===== src/rtl/bcd_stopwatch_ctrl_if.sv =====
// Command and display bundle between the stopwatch controller
// and its neighbours (debouncer upstream, 7-seg mux downstream).
interface bcd_stopwatch_ctrl_if #(
    parameter int DIGITS = 4
);
    logic                  start_stop;
    logic                  clear;
    logic                  lap;
    logic [4*DIGITS-1:0]   digits_out;
    logic                  running;
    logic                  lap_active;
    logic                  overflow;

    modport master (
        output start_stop, clear, lap,
        input  digits_out, running, lap_active, overflow
    );

    modport slave (
        input  start_stop, clear, lap,
        output digits_out, running, lap_active, overflow
    );
endinterface


===== src/rtl/bcd_stopwatch_ctrl.sv =====
// Start/stop/lap stopwatch over a chain of BCD digits with a
// tick prescaler, sticky wrap flag and lap display freeze.
module bcd_stopwatch_ctrl #(
    parameter int DIGITS   = 4,
    parameter int TICK_DIV = 500000
) (
    input  logic                clk,
    input  logic                reset,
    bcd_stopwatch_ctrl_if.slave sw
);
    localparam int W  = 4 * DIGITS;
    localparam int PW = (TICK_DIV > 1) ? $clog2(TICK_DIV) : 1;
    localparam logic [PW-1:0] LAST = PW'(TICK_DIV - 1);

    typedef enum logic [1:0] {
        IDLE,
        RUN,
        STOP,
        LAP
    } state_t;

    state_t          state, state_n;
    logic [PW-1:0]   presc, presc_n;
    logic [W-1:0]    count, count_n;
    logic [W-1:0]    snap, snap_n;
    logic [W-1:0]    inc;
    logic            carry;
    logic            ovf_n;
    logic            counting;
    logic            tick;

    // Whole-chain ripple increment; carry out means the chain was all 9s
    always_comb begin
        inc   = count;
        carry = 1'b1;
        for (int k = 0; k < DIGITS; k++) begin
            if (carry) begin
                if (count[4*k +: 4] == 4'd9) begin
                    inc[4*k +: 4] = 4'd0;
                end else begin
                    inc[4*k +: 4] = count[4*k +: 4] + 4'd1;
                    carry         = 1'b0;
                end
            end
        end
    end

    assign counting = (state == RUN) || (state == LAP);
    assign tick     = counting && (presc == LAST);

    always_comb begin
        state_n = state;
        presc_n = presc;
        count_n = count;
        snap_n  = snap;
        ovf_n   = sw.overflow;
        if (sw.clear) begin
            state_n = IDLE;
            presc_n = '0;
            count_n = '0;
            snap_n  = '0;
            ovf_n   = 1'b0;
        end else begin
            if (tick) begin
                presc_n = '0;
                count_n = inc;
                ovf_n   = sw.overflow | carry;
            end else if (counting) begin
                presc_n = presc + PW'(1);
            end
            if (sw.start_stop) begin
                unique case (state)
                    IDLE, STOP: state_n = RUN;
                    RUN, LAP:   state_n = STOP;
                    default:    state_n = IDLE;
                endcase
            end else if (sw.lap) begin
                // Snapshot takes the pre-increment count
                if (state == RUN) begin
                    state_n = LAP;
                    snap_n  = count;
                end else if (state == LAP) begin
                    state_n = RUN;
                end
            end
        end
    end

    always_ff @(posedge clk or posedge reset) begin
        if (reset) begin
            state         <= IDLE;
            presc         <= '0;
            count         <= '0;
            snap          <= '0;
            sw.digits_out <= '0;
            sw.running    <= 1'b0;
            sw.lap_active <= 1'b0;
            sw.overflow   <= 1'b0;
        end else begin
            state         <= state_n;
            presc         <= presc_n;
            count         <= count_n;
            snap          <= snap_n;
            sw.digits_out <= (state_n == LAP) ? snap_n : count_n;
            sw.running    <= (state_n == RUN) || (state_n == LAP);
            sw.lap_active <= (state_n == LAP);
            sw.overflow   <= ovf_n;
        end
    end
endmodule

===== src/flat_wrapper.sv =====
// flat-port wrapper written by rule: the top's interface ports become plain ports
module bcd_stopwatch_ctrl_flat 
#(
    parameter int DIGITS   = 4,
    parameter int TICK_DIV = 500000
)
  (clk, reset, sw_start_stop, sw_clear, sw_lap, sw_digits_out, sw_running, sw_lap_active, sw_overflow);
  bcd_stopwatch_ctrl_if #(.DIGITS(DIGITS)) sw_i ();
  input  logic clk;
  input  logic reset;
  input wire logic [$bits(sw_i.start_stop)-1:0] sw_start_stop;
  input wire logic [$bits(sw_i.clear)-1:0] sw_clear;
  input wire logic [$bits(sw_i.lap)-1:0] sw_lap;
  output wire logic [$bits(sw_i.digits_out)-1:0] sw_digits_out;
  output wire logic [$bits(sw_i.running)-1:0] sw_running;
  output wire logic [$bits(sw_i.lap_active)-1:0] sw_lap_active;
  output wire logic [$bits(sw_i.overflow)-1:0] sw_overflow;
  assign sw_i.start_stop = sw_start_stop;
  assign sw_i.clear = sw_clear;
  assign sw_i.lap = sw_lap;
  assign sw_digits_out = sw_i.digits_out;
  assign sw_running = sw_i.running;
  assign sw_lap_active = sw_i.lap_active;
  assign sw_overflow = sw_i.overflow;
  bcd_stopwatch_ctrl #(.DIGITS(DIGITS), .TICK_DIV(TICK_DIV)) u_core (.clk(clk), .reset(reset), .sw(sw_i));
endmodule

===== config.mk =====
export PLATFORM = sky130hd
export DESIGN_NAME = bcd_stopwatch_ctrl_flat
export DESIGN_NICKNAME = d
export VERILOG_FILES = /design/src/rtl/bcd_stopwatch_ctrl_if.sv /design/src/rtl/bcd_stopwatch_ctrl.sv /design/src/flat_wrapper.sv
export SDC_FILE = /design/constraint.sdc
export NUM_CORES = 1
export LEC_CHECK = 0
export BUFFER_PORTS_ARGS = -buffer_cell sky130_fd_sc_hd__buf_2
export CAP_MARGIN = 20
export CORE_ASPECT_RATIO = 0.5
export CORE_MARGIN = 2
export CORE_UTILIZATION = 45
export DETAILED_ROUTE_END_ITERATION = 16
export PLACE_DENSITY = 0.63
export SETUP_SLACK_MARGIN = 0.02
export SLEW_MARGIN = 10
export SYNTH_ARGS = -nofsm -noshare
export SYNTH_HDL_FRONTEND = slang
export SYNTH_SLANG_ARGS = --single-unit

===== constraint.sdc =====
create_clock -name clk -period 2.3 [get_ports clk]
set_input_delay 0 -clock clk [delete_from_list [all_inputs] [get_ports clk]]
set_output_delay 0 -clock clk [all_outputs]
set_load 0.005 [all_outputs]

==> flow_metrics.py, run 1 <==
metrics = {
    "floorplan": {
        "start_util": 0.465,
        "io_pins": 24,
        "num_rows": 22,
        "die_x_um": 127,
        "fp.coreArea_mm2": 0.00735,
        "dieHeight_um": 65.6,
        "floorplan.die_area_mm2": 0.00835,
    },
    "setup_path": {
        "rr_startpoint": "u_core.sw.running",
        "crit_path_start_kind": "flop",
        "reg2reg_depth": 7,
        "crit_path_max_fanout": 11,
        "regToRegEndpoint": "u_core.sw.digits_out[13]",
        "cp.required_ps": 2500,
        "cp-endpoint": "u_core.sw.digits_out[13]",
        "r2r_slack_ps": 230,
        "cp-end-kind": "flop",
        "crit_start": "u_core.sw.running",
        "crit_type": "reg -> reg",
        "crit_arrival_ps": 2270,
    },
    "place": {
        "dp_cells": 470,
        "dp_hpwl_um": 4870,
        "gp_congestion": 0.913,
        "port_buffers": 23,
        "place_area_mm2": 0.00367,
    },
    "synth": {
        "avgSynthCellArea_um2": 9.57,
        "syn_nets": 366,
        "synth_area_leaders": "dfrtp_1 (52%), nand2_1 (6.0%), nor2_1 (4.5%)",
        "synth_edf_count": 0,
        "synth_cell_type_count": 48,
        "yosysSeqAreaShare": 0.520,
        "synth_most_common_cell": "dfrtp_1",
        "ys_seq_elements": 71,
        "async_flop_share": 1.00,
        "synth_common_cells": "dfrtp_1 (71), nand2_1 (55), nor2_1 (41)",
        "synth_area_mm2": 0.00342,
        "synthFlopType": "dfrtp_1",
        "synth_top_area_frac": 0.520,
        "yosysWarningCount": 0,
        "yosysTopAreaCell": "dfrtp_1",
        "postSynthCellCount": 357,
    },
    "route": {
        "routed_wl_um": 7240,
        "drtIter0Drc": 151,
        "wl_per_cell_um": 14.8,
        "vias": 2638,
        "dr.pass1.iters": 4,
        "vias_per_cell": 5.38,
        "antenna_left": 0,
        "drc": 0,
    },
    "cells_and_area": {
        "drive_above_1_share": 0.168,
        "syn_to_final_growth_pct": 17.6,
        "final_area_mm2": 0.00402,
        "fin_nets": 398,
        "fin_cells": 490,
        "nFillCells": 665,
        "diodes": 0,
    },
    "power": {
        "p_total_mw": 2.66,
        "comb_power_share": 0.045,
        "power_density_mw_per_mm2": 662,
        "internal_power_mw": 2.05,
        "ir_worst_vdd_mv": 0.311,
        "p_seq_frac": 0.476,
        "pwr-share-clk": 0.479,
        "leakagePower_nw": 1.79,
        "switchingPower_mw": 0.613,
        "swShare": 0.230,
    },
    "clock_network": {
        "h-tree-depth": 3,
        "cts_tree": "done",
        "clock_path_buffers": 2,
        "clk_latency_ps": 340,
        "cts_sinks": 71,
        "tritoncts.num_buffers": 9,
        "path_clk_slew_ps": 50,
        "clock-root-buffer": "clkbuf_16",
    },
    "global_route": {
        "grt_max_degree": 72,
        "grt_pass1_vias": 2542,
        "grt-ovfl-total": 0,
        "grt_first_pass_wirelength_um": 12200,
        "antenna_found_initial": 0,
        "track_usage": 0.192,
    },
    "sta": {
        "fmax_mhz": 484,
        "max_slew_margin": 0.544,
        "slew_viol_final": 0,
        "worst-slew-pin-transition_ps": 684,
        "post-route-period-util": 0.899,
        "min_period_ps": 2070,
        "setup_violations": 0,
        "finalSetupTns_ps": 0,
        "fin_skew_ps": 5.85,
        "hold_viol_final": 0,
        "rsz0062_at_grt": "no",
    },
    "outcome": {
        "status": "complete, no violations",
    },
    "hold_path": {
        "whs_path_depth": 4,
        "hold_class": "in -> reg",
    },
    "job": {
        "drv_cap": 0,
    },
}
critical path, cell delays in order, from the launching register on:
cell and delay [ps]:
dfrtp_1 460, ha_2 260, o21a_2 190, nand4_1 130, buf_4 210, nor4_4 310, mux2i_1 270, o21ai_0 100
through the flow:
step                hold slack, ps  utilization  setup WS, ps
finish                        47.0        0.547           233
global route                  67.5        0.547          34.2
CTS                           37.8        0.541          64.6
detailed placement             120        0.499          78.8
global placement               104        0.499           200
floorplan                      157            -           288
power groups by stage:
stage	Sequential, mW	Clock [mW]	Combinational, mW
floorplan	1.29	0	0.0765
global placement	1.29	0	0.114
detailed placement	1.29	0	0.117
CTS	1.27	1.31	0.121
global route	1.27	1.36	0.138
finish	1.27	1.27	0.121
timing repair:
action	in CTS	in global routing
endpoints found under the setup margin	0	16
hold endpoints to repair	78	0
buffers inserted	0	1
gates resized for setup	0	6
hold buffers	3	0
placed cells by master (no fill, tap or decap), drive strengths merged, types with 5 or more instances in the layout:
master / instances
nand2: 55
and3: 5
buf: 34
nor4: 10
nor3: 8
a21oi: 26
nand4: 10
inv: 13
xnor2: 15
nand3: 10
o21ai: 13
mux2i: 6
xor2: 13
dfrtp: 71
nor2: 41
clkbuf: 11
cells by family (layout without fill, tap and decap cells):
logic type,Yosys count,count (layout),synth area share
compound gates,53,53,0.0930
simple gates,165,165,0.244
mux,7,7,0.0220
fa+ha+maj,4,4,0.0147
xor+xnor,28,28,0.0718
flops,71,71,0.520
buf+inv,29,66,0.0341
worst min path at each step:
stage	end	slack, ps	from
floorplan	u_core.sw.running	160	sw_start_stop
global placement	u_core.presc[15]	100	reset
detailed placement	u_core.presc[15]	120	reset
CTS	u_core.sw.running	40	sw_lap
global route	u_core.sw.running	70	sw_lap
finish	u_core.sw.running	50	sw_lap
metal layers:
layer | GRT usage | up-vias | wire (um)
li1 | - | 1287 | -
met1 | 0.239 | 1308 | 3380
met2 | 0.314 | 35 | 3490
met3 | 0.0643 | 8 | 294
met4 | 0.0742 | 0 | 68
met5 | 0 | - | 0
flip-flops by register name (all words and copies together), names as in the netlist:
signal and count:
u_core.snap 16, u_core.sw.running 1, u_core.sw.lap_active 1, u_core.count 16, u_core.presc 19, u_core.state 1
u_core.sw.digits_out 16, u_core.sw.overflow 1
cell type report:
| cell class | instances | area [um2] | area share |
|---|---|---|---|
| Inverter | 13 | 48.8 | 0.0121 |
| Clock buffer | 11 | 243 | 0.0604 |
| Multi-Input combinational cell | 257 | 1560 | 0.387 |
| Tap cell | 96 | 120 | 0.0299 |
| Clock inverter | 5 | 33.8 | 0.00841 |
| Sequential cell | 71 | 1780 | 0.442 |
| Timing Repair Buffer | 37 | 240 | 0.0598 |
Note: power is estimated with default switching activity, not from simulation.
==> run 2: changes to the inputs <==
--- a/config.mk
+++ b/config.mk
@@ -9,5 +9,5 @@
 export CAP_MARGIN = 20
 export CORE_ASPECT_RATIO = 0.5
-export CORE_MARGIN = 2
+export CORE_MARGIN = 4
 export CORE_UTILIZATION = 45
 export DETAILED_ROUTE_END_ITERATION = 16
==> constraint.sdc (replaced) <==
create_clock -name clk -period 2.3 [get_ports clk]
set_input_delay 0.46 -clock clk [delete_from_list [all_inputs] [get_ports clk]]
set_output_delay 0.46 -clock clk [all_outputs]
set_load 0.005 [all_outputs]
==> flow_metrics.py, run 2 (synthesized netlist as in run 1, its figures left out) <==
metrics = {
    "outcome": {
        "status": "complete, no violations",
    },
    "sta": {
        "setup_violations": 0,
        "rsz0062_at_grt": "no",
        "min_period_ps": 2130,
        "slew_viol_final": 0,
        "fin_skew_ps": 3.81,
        "hold_viol_final": 0,
        "post-route-period-util": 0.926,
        "max_slew_margin": 0.548,
        "fmax_mhz": 470,
        "worst-slew-pin-transition_ps": 672,
        "finalSetupTns_ps": 0,
    },
    "clock_network": {
        "h-tree-depth": 3,
        "cts_sinks": 71,
        "clock_path_buffers": 2,
        "cts_tree": "done",
        "ctsHoldBuffers": 0,
        "clk_latency_ps": 330,
        "path_clk_slew_ps": 60,
        "tritoncts.num_buffers": 9,
        "clock-root-buffer": "clkbuf_16",
    },
    "place": {
        "gp_congestion": 0.874,
        "dp_cells": 471,
        "port_buffers": 23,
        "dp_hpwl_um": 5080,
    },
    "global_route": {
        "grt_max_degree": 34,
        "grt_first_pass_wirelength_um": 12700,
        "antenna_found_initial": 0,
        "grt-ovfl-total": 0,
        "grt_pass1_vias": 2641,
        "track_usage": 0.173,
    },
    "cells_and_area": {
        "layout_commonest_cell": "dfrtp_1",
        "final_util": 0.555,
        "multi_input_area_mm2": 0.00155,
        "nFillCells": 646,
        "fin_cells": 488,
        "final_cell_mix": "dfrtp_1 (71), nand2_1 (54), nor2_1 (41)",
        "largest_reg_flops": 19,
        "drive_above_1_share": 0.173,
        "regMostFlops": "u_core.presc",
        "syn_to_final_growth_pct": 19.5,
        "diodes": 0,
        "regArea_mm2": 0.00178,
        "fin_nets": 396,
    },
    "power": {
        "internal_power_mw": 2.46,
        "comb_power_share": 0.038,
        "p_total_mw": 3.09,
        "switchingPower_mw": 0.626,
        "swShare": 0.203,
        "p_seq_frac": 0.410,
        "pwr-share-clk": 0.552,
        "power_density_mw_per_mm2": 757,
        "ir_worst_vdd_mv": 0.345,
        "leakagePower_nw": 1.83,
    },
    "job": {
        "drv_cap": 0,
    },
    "floorplan": {
        "floorplan.die_area_mm2": 0.00913,
        "dieHeight_um": 69.6,
        "io_pins": 24,
        "num_rows": 22,
        "die_x_um": 131,
        "start_util": 0.465,
        "fp.coreArea_mm2": 0.00735,
    },
    "setup_path": {
        "cp.required_ps": 2500,
        "crit_type": "reg -> reg",
        "cp-end-kind": "flop",
        "crit_arrival_ps": 2330,
        "crit_path_max_fanout": 11,
        "crit_path_start_kind": "flop",
    },
    "route": {
        "drc": 0,
        "vias_per_cell": 5.42,
        "drtIter0Drc": 136,
        "antenna_left": 0,
        "wl_per_cell_um": 15.0,
        "vias": 2647,
        "dr.pass1.iters": 4,
        "routed_wl_um": 7320,
    },
    "hold_path": {
        "hold_class": "in -> async",
    },
}
-- run 2: changes by cell type in the layout (fill, tap and decap cells not counted), moves of 2 or more --
cell and delta:
clkinvlp_4 -2, nor4_2 +2, bufinv_16 +4, nor4_1 -2
inv_6 +2, dlygate4sd3_1 -3
-- run 2: final timing paths --
| check | depth (start not counted) | end | startpoint | slack (ps) |
|---|---|---|---|---|
| min in group clk | 2 | u_core.state[1] | sw_start_stop | 440 |
| hold / removal | 2 | u_core.presc[16] | reset | 170 |
| max in group asynchronous | 3 | u_core.count[14] | reset | 1480 |
| setup reg to reg | 8 | u_core.sw.digits_out[13] | u_core.state[1] | 170 |
| setup / recovery | 8 | u_core.sw.digits_out[13] | u_core.state[1] | 170 |
| hold reg to reg | 2 | u_core.sw.overflow | u_core.sw.overflow | 500 |
-- run 2: layer usage --
metal	GRT usage	vias up	share of wire
li1	-	1291	-
met4	0.0524	0	0.0023
met5	0	-	0
met3	0.0645	2	0.048
met2	0.268	52	0.49
met1	0.229	1302	0.46
-- run 2: power groups by stage --
stage	clock network, mW	logic, mW	registers, mW
after floorplan	0	0.0765	1.29
after global placement	0	0.117	1.29
after detailed placement	0	0.119	1.29
after CTS	1.75	0.121	1.27
after global routing	1.81	0.136	1.27
final	1.71	0.119	1.27
-- run 2: layout make-up --
cell class              instances  area share
flip-flops and latches         71       0.435
clock inverters                 7      0.0350
inverters                      13      0.0120
repair buffers                 35      0.0534
multi-input cells             257       0.380
well taps                      96      0.0294
clock buffers                   9      0.0552
-- run 2: through the flow --
stage | cell area, um2 | hold WS (ps) | worst slack [ps]
floorplan | 3420 | 486 | 43.4
global placement | 3680 | 510 | 195
detailed placement | 3680 | 498 | 63.7
CTS | 4050 | 177 | 51.0
global route | 4080 | 203 | 19.3
finish | 4080 | 169 | 170
-- run 2: critical path: stages, from the launching register on --
cell     delay, ps
dfrtp_1        390
inv_1           90
ha_2           240
o21a_2         210
nand4_1        140
buf_4          220
nor4_4         320
mux2i_1        280
o21ai_0        110
-- run 2: timing repair --
item,4_1_cts,5_1_grt
buffers inserted,0,1
resized for setup,0,6
endpoints found under the setup margin,0,12
==> run 3: changes to the inputs <==
==> constraint.sdc (replaced) <==
create_clock -name clk -period 2.3 [get_ports clk]
set_input_delay 0 -clock clk [delete_from_list [all_inputs] [get_ports clk]]
set_output_delay 0 -clock clk [all_outputs]
set_load 0.005 [all_outputs]
==> flow_metrics.py, run 3 (synthesized netlist as in run 1, its figures left out) <==
metrics = {
    "route": {
        "drc": 0,
        "vias": 2625,
        "antenna_left": 0,
        "dr.pass1.iters": 5,
        "vias_per_cell": 5.36,
        "wl_per_cell_um": 15.0,
        "drtIter0Drc": 198,
        "routed_wl_um": 7370,
    },
    "floorplan": {
        "num_rows": 22,
        "dieHeight_um": 69.6,
        "fp.coreArea_mm2": 0.00735,
        "io_pins": 24,
        "floorplan.die_area_mm2": 0.00913,
        "start_util": 0.465,
        "die_x_um": 131,
    },
    "cells_and_area": {
        "layout_commonest_cell": "dfrtp_1",
        "fin_nets": 398,
        "regMostFlops": "u_core.presc",
        "largest_reg_flops": 19,
        "fin_cells": 490,
        "syn_to_final_growth_pct": 17.6,
        "final_cell_mix": "dfrtp_1 (71), nand2_1 (55), nor2_1 (40)",
        "drive_above_1_share": 0.170,
        "diodes": 0,
    },
    "clock_network": {
        "path_clk_slew_ps": 50,
        "postCtsSetupRepairBufs": 0,
        "cts_tree": "done",
        "cts_sinks": 71,
        "clk_latency_ps": 340,
        "clock_path_buffers": 2,
        "h-tree-depth": 3,
        "tritoncts.num_buffers": 9,
        "clock-root-buffer": "clkbuf_16",
    },
    "global_route": {
        "met3_usage": 0.0594,
        "grt-ovfl-total": 0,
        "grtUsageMet1": 0.215,
        "grt_pass1_vias": 2661,
        "antenna_found_initial": 0,
        "grt_busiest_layer": "met2",
        "globalRouteMet2Util": 0.284,
        "grt_first_pass_wirelength_um": 12700,
        "grt_max_degree": 72,
        "track_usage": 0.174,
    },
    "sta": {
        "finalSetupTns_ps": 0,
        "hold_viol_final": 0,
        "max_slew_margin": 0.402,
        "fin_ws_ps": 210,
        "min_period_ps": 2090,
        "fmax_mhz": 479,
        "post-route-period-util": 0.909,
        "setup_violations": 0,
        "worst-slew-pin-transition_ps": 897,
        "rsz0062_at_grt": "no",
        "slew_viol_final": 0,
        "fin_skew_ps": 3.99,
    },
    "place": {
        "post-place-ws_ps": 96.1,
        "port_buffers": 23,
        "gp_congestion": 0.836,
        "dp_hpwl_um": 5030,
        "dp_cells": 472,
    },
    "setup_path": {
        "crit_arrival_ps": 2300,
        "crit_start": "u_core.presc[7]",
        "crit_path_start_kind": "flop",
        "regToRegEndpoint": "u_core.sw.digits_out[11]",
        "path_cells": "nor4b_4 -> nand4_1 -> a211o_1 -> a221oi_2 -> o21ai_0",
        "r2r_slack_ps": 210,
        "reg2reg_depth": 5,
        "cpMaxStageDelayCell": "dfrtp_1",
        "rr_startpoint": "u_core.presc[7]",
        "cp.required_ps": 2510,
        "cp-endpoint": "u_core.sw.digits_out[11]",
        "crit_path_max_fanout": 6,
        "cp-end-kind": "flop",
        "crit_type": "reg -> reg",
        "cpPeakStageDelay_ps": 430,
    },
    "power": {
        "power_density_mw_per_mm2": 683,
        "p_total_mw": 2.74,
        "leakagePower_nw": 1.81,
        "ir_worst_vdd_mv": 0.332,
    },
    "job": {
        "drv_cap": 0,
    },
    "outcome": {
        "status": "complete, no violations",
    },
    "hold_path": {
        "hold_class": "in -> reg",
    },
}
[run 3: cell count changes in the layout (fill, tap and decap cells not counted), moves of 2 or more]
cell / before / now
bufinv_16: 4 / 1
clkbuf_1: 0 / 2
clkinv_2: 1 / 3
dlygate4sd3_1: 0 / 2
inv_6: 2 / 0
nor4_1: 7 / 9
nor4_2: 2 / 0
[run 3: power breakdown]
group	switching [mW]	total, mW	internal [mW]
Combinational	0.0871	0.119	0.0317
Clock	0.495	1.36	0.863
Sequential	0.00827	1.27	1.26
[run 3: worst min path at each step]
stage | from | end | slack (ps) | cells past startpoint
after floorplan | sw_start_stop | u_core.sw.running | 160 | 2
final | sw_lap | u_core.sw.running | 50 | 4
after CTS | sw_lap | u_core.sw.running | 40 | 4
after detailed placement | reset | u_core.presc[16] | 330 | 3
after global routing | sw_lap | u_core.sw.running | 90 | 4
after global placement | reset | u_core.presc[15] | 310 | 3
[run 3: area by class of cell]
class | instances | area [um2]
Clock buffer | 12 | 246
Tap cell | 96 | 120
Fill cell | 673 | 3330
Timing Repair Buffer | 37 | 225
Clock inverter | 4 | 45.0
Multi-Input combinational cell | 257 | 1560
Inverter | 13 | 48.8
Sequential cell | 71 | 1780
[run 3: repair_timing]
action / CTS / global route
gates resized for setup: 0 / 7
endpoints found under the setup margin: 0 / 11
hold buffers: 2 / 0
hold endpoints to repair: 73 / 0
[run 3: through the flow]
stage	instance area [um2]	utilization	hold WS, ps
2_1_floorplan	3420	-	157
3_3_place_gp	3670	0.500	306
3_5_place_dp	3670	0.500	330
4_1_cts	3990	0.542	36.8
5_1_grt	4020	0.547	88.4
6_report	4020	0.547	49.5
[run 3: worst max-delay path: cells and delay by family (launching register included)]
| family | cells | cell delay [ps] |
|---|---|---|
| flip-flops | 1 | 430 |
| AO/OA/AOI/OAI | 3 | 750 |
| AND/OR/NAND/NOR | 2 | 780 |
[run 3: per-layer routing]
metal,part of all wire,vias up
met5,0,-
met4,0.015,0
met3,0.041,13
met2,0.47,38
met1,0.47,1291
li1,-,1283
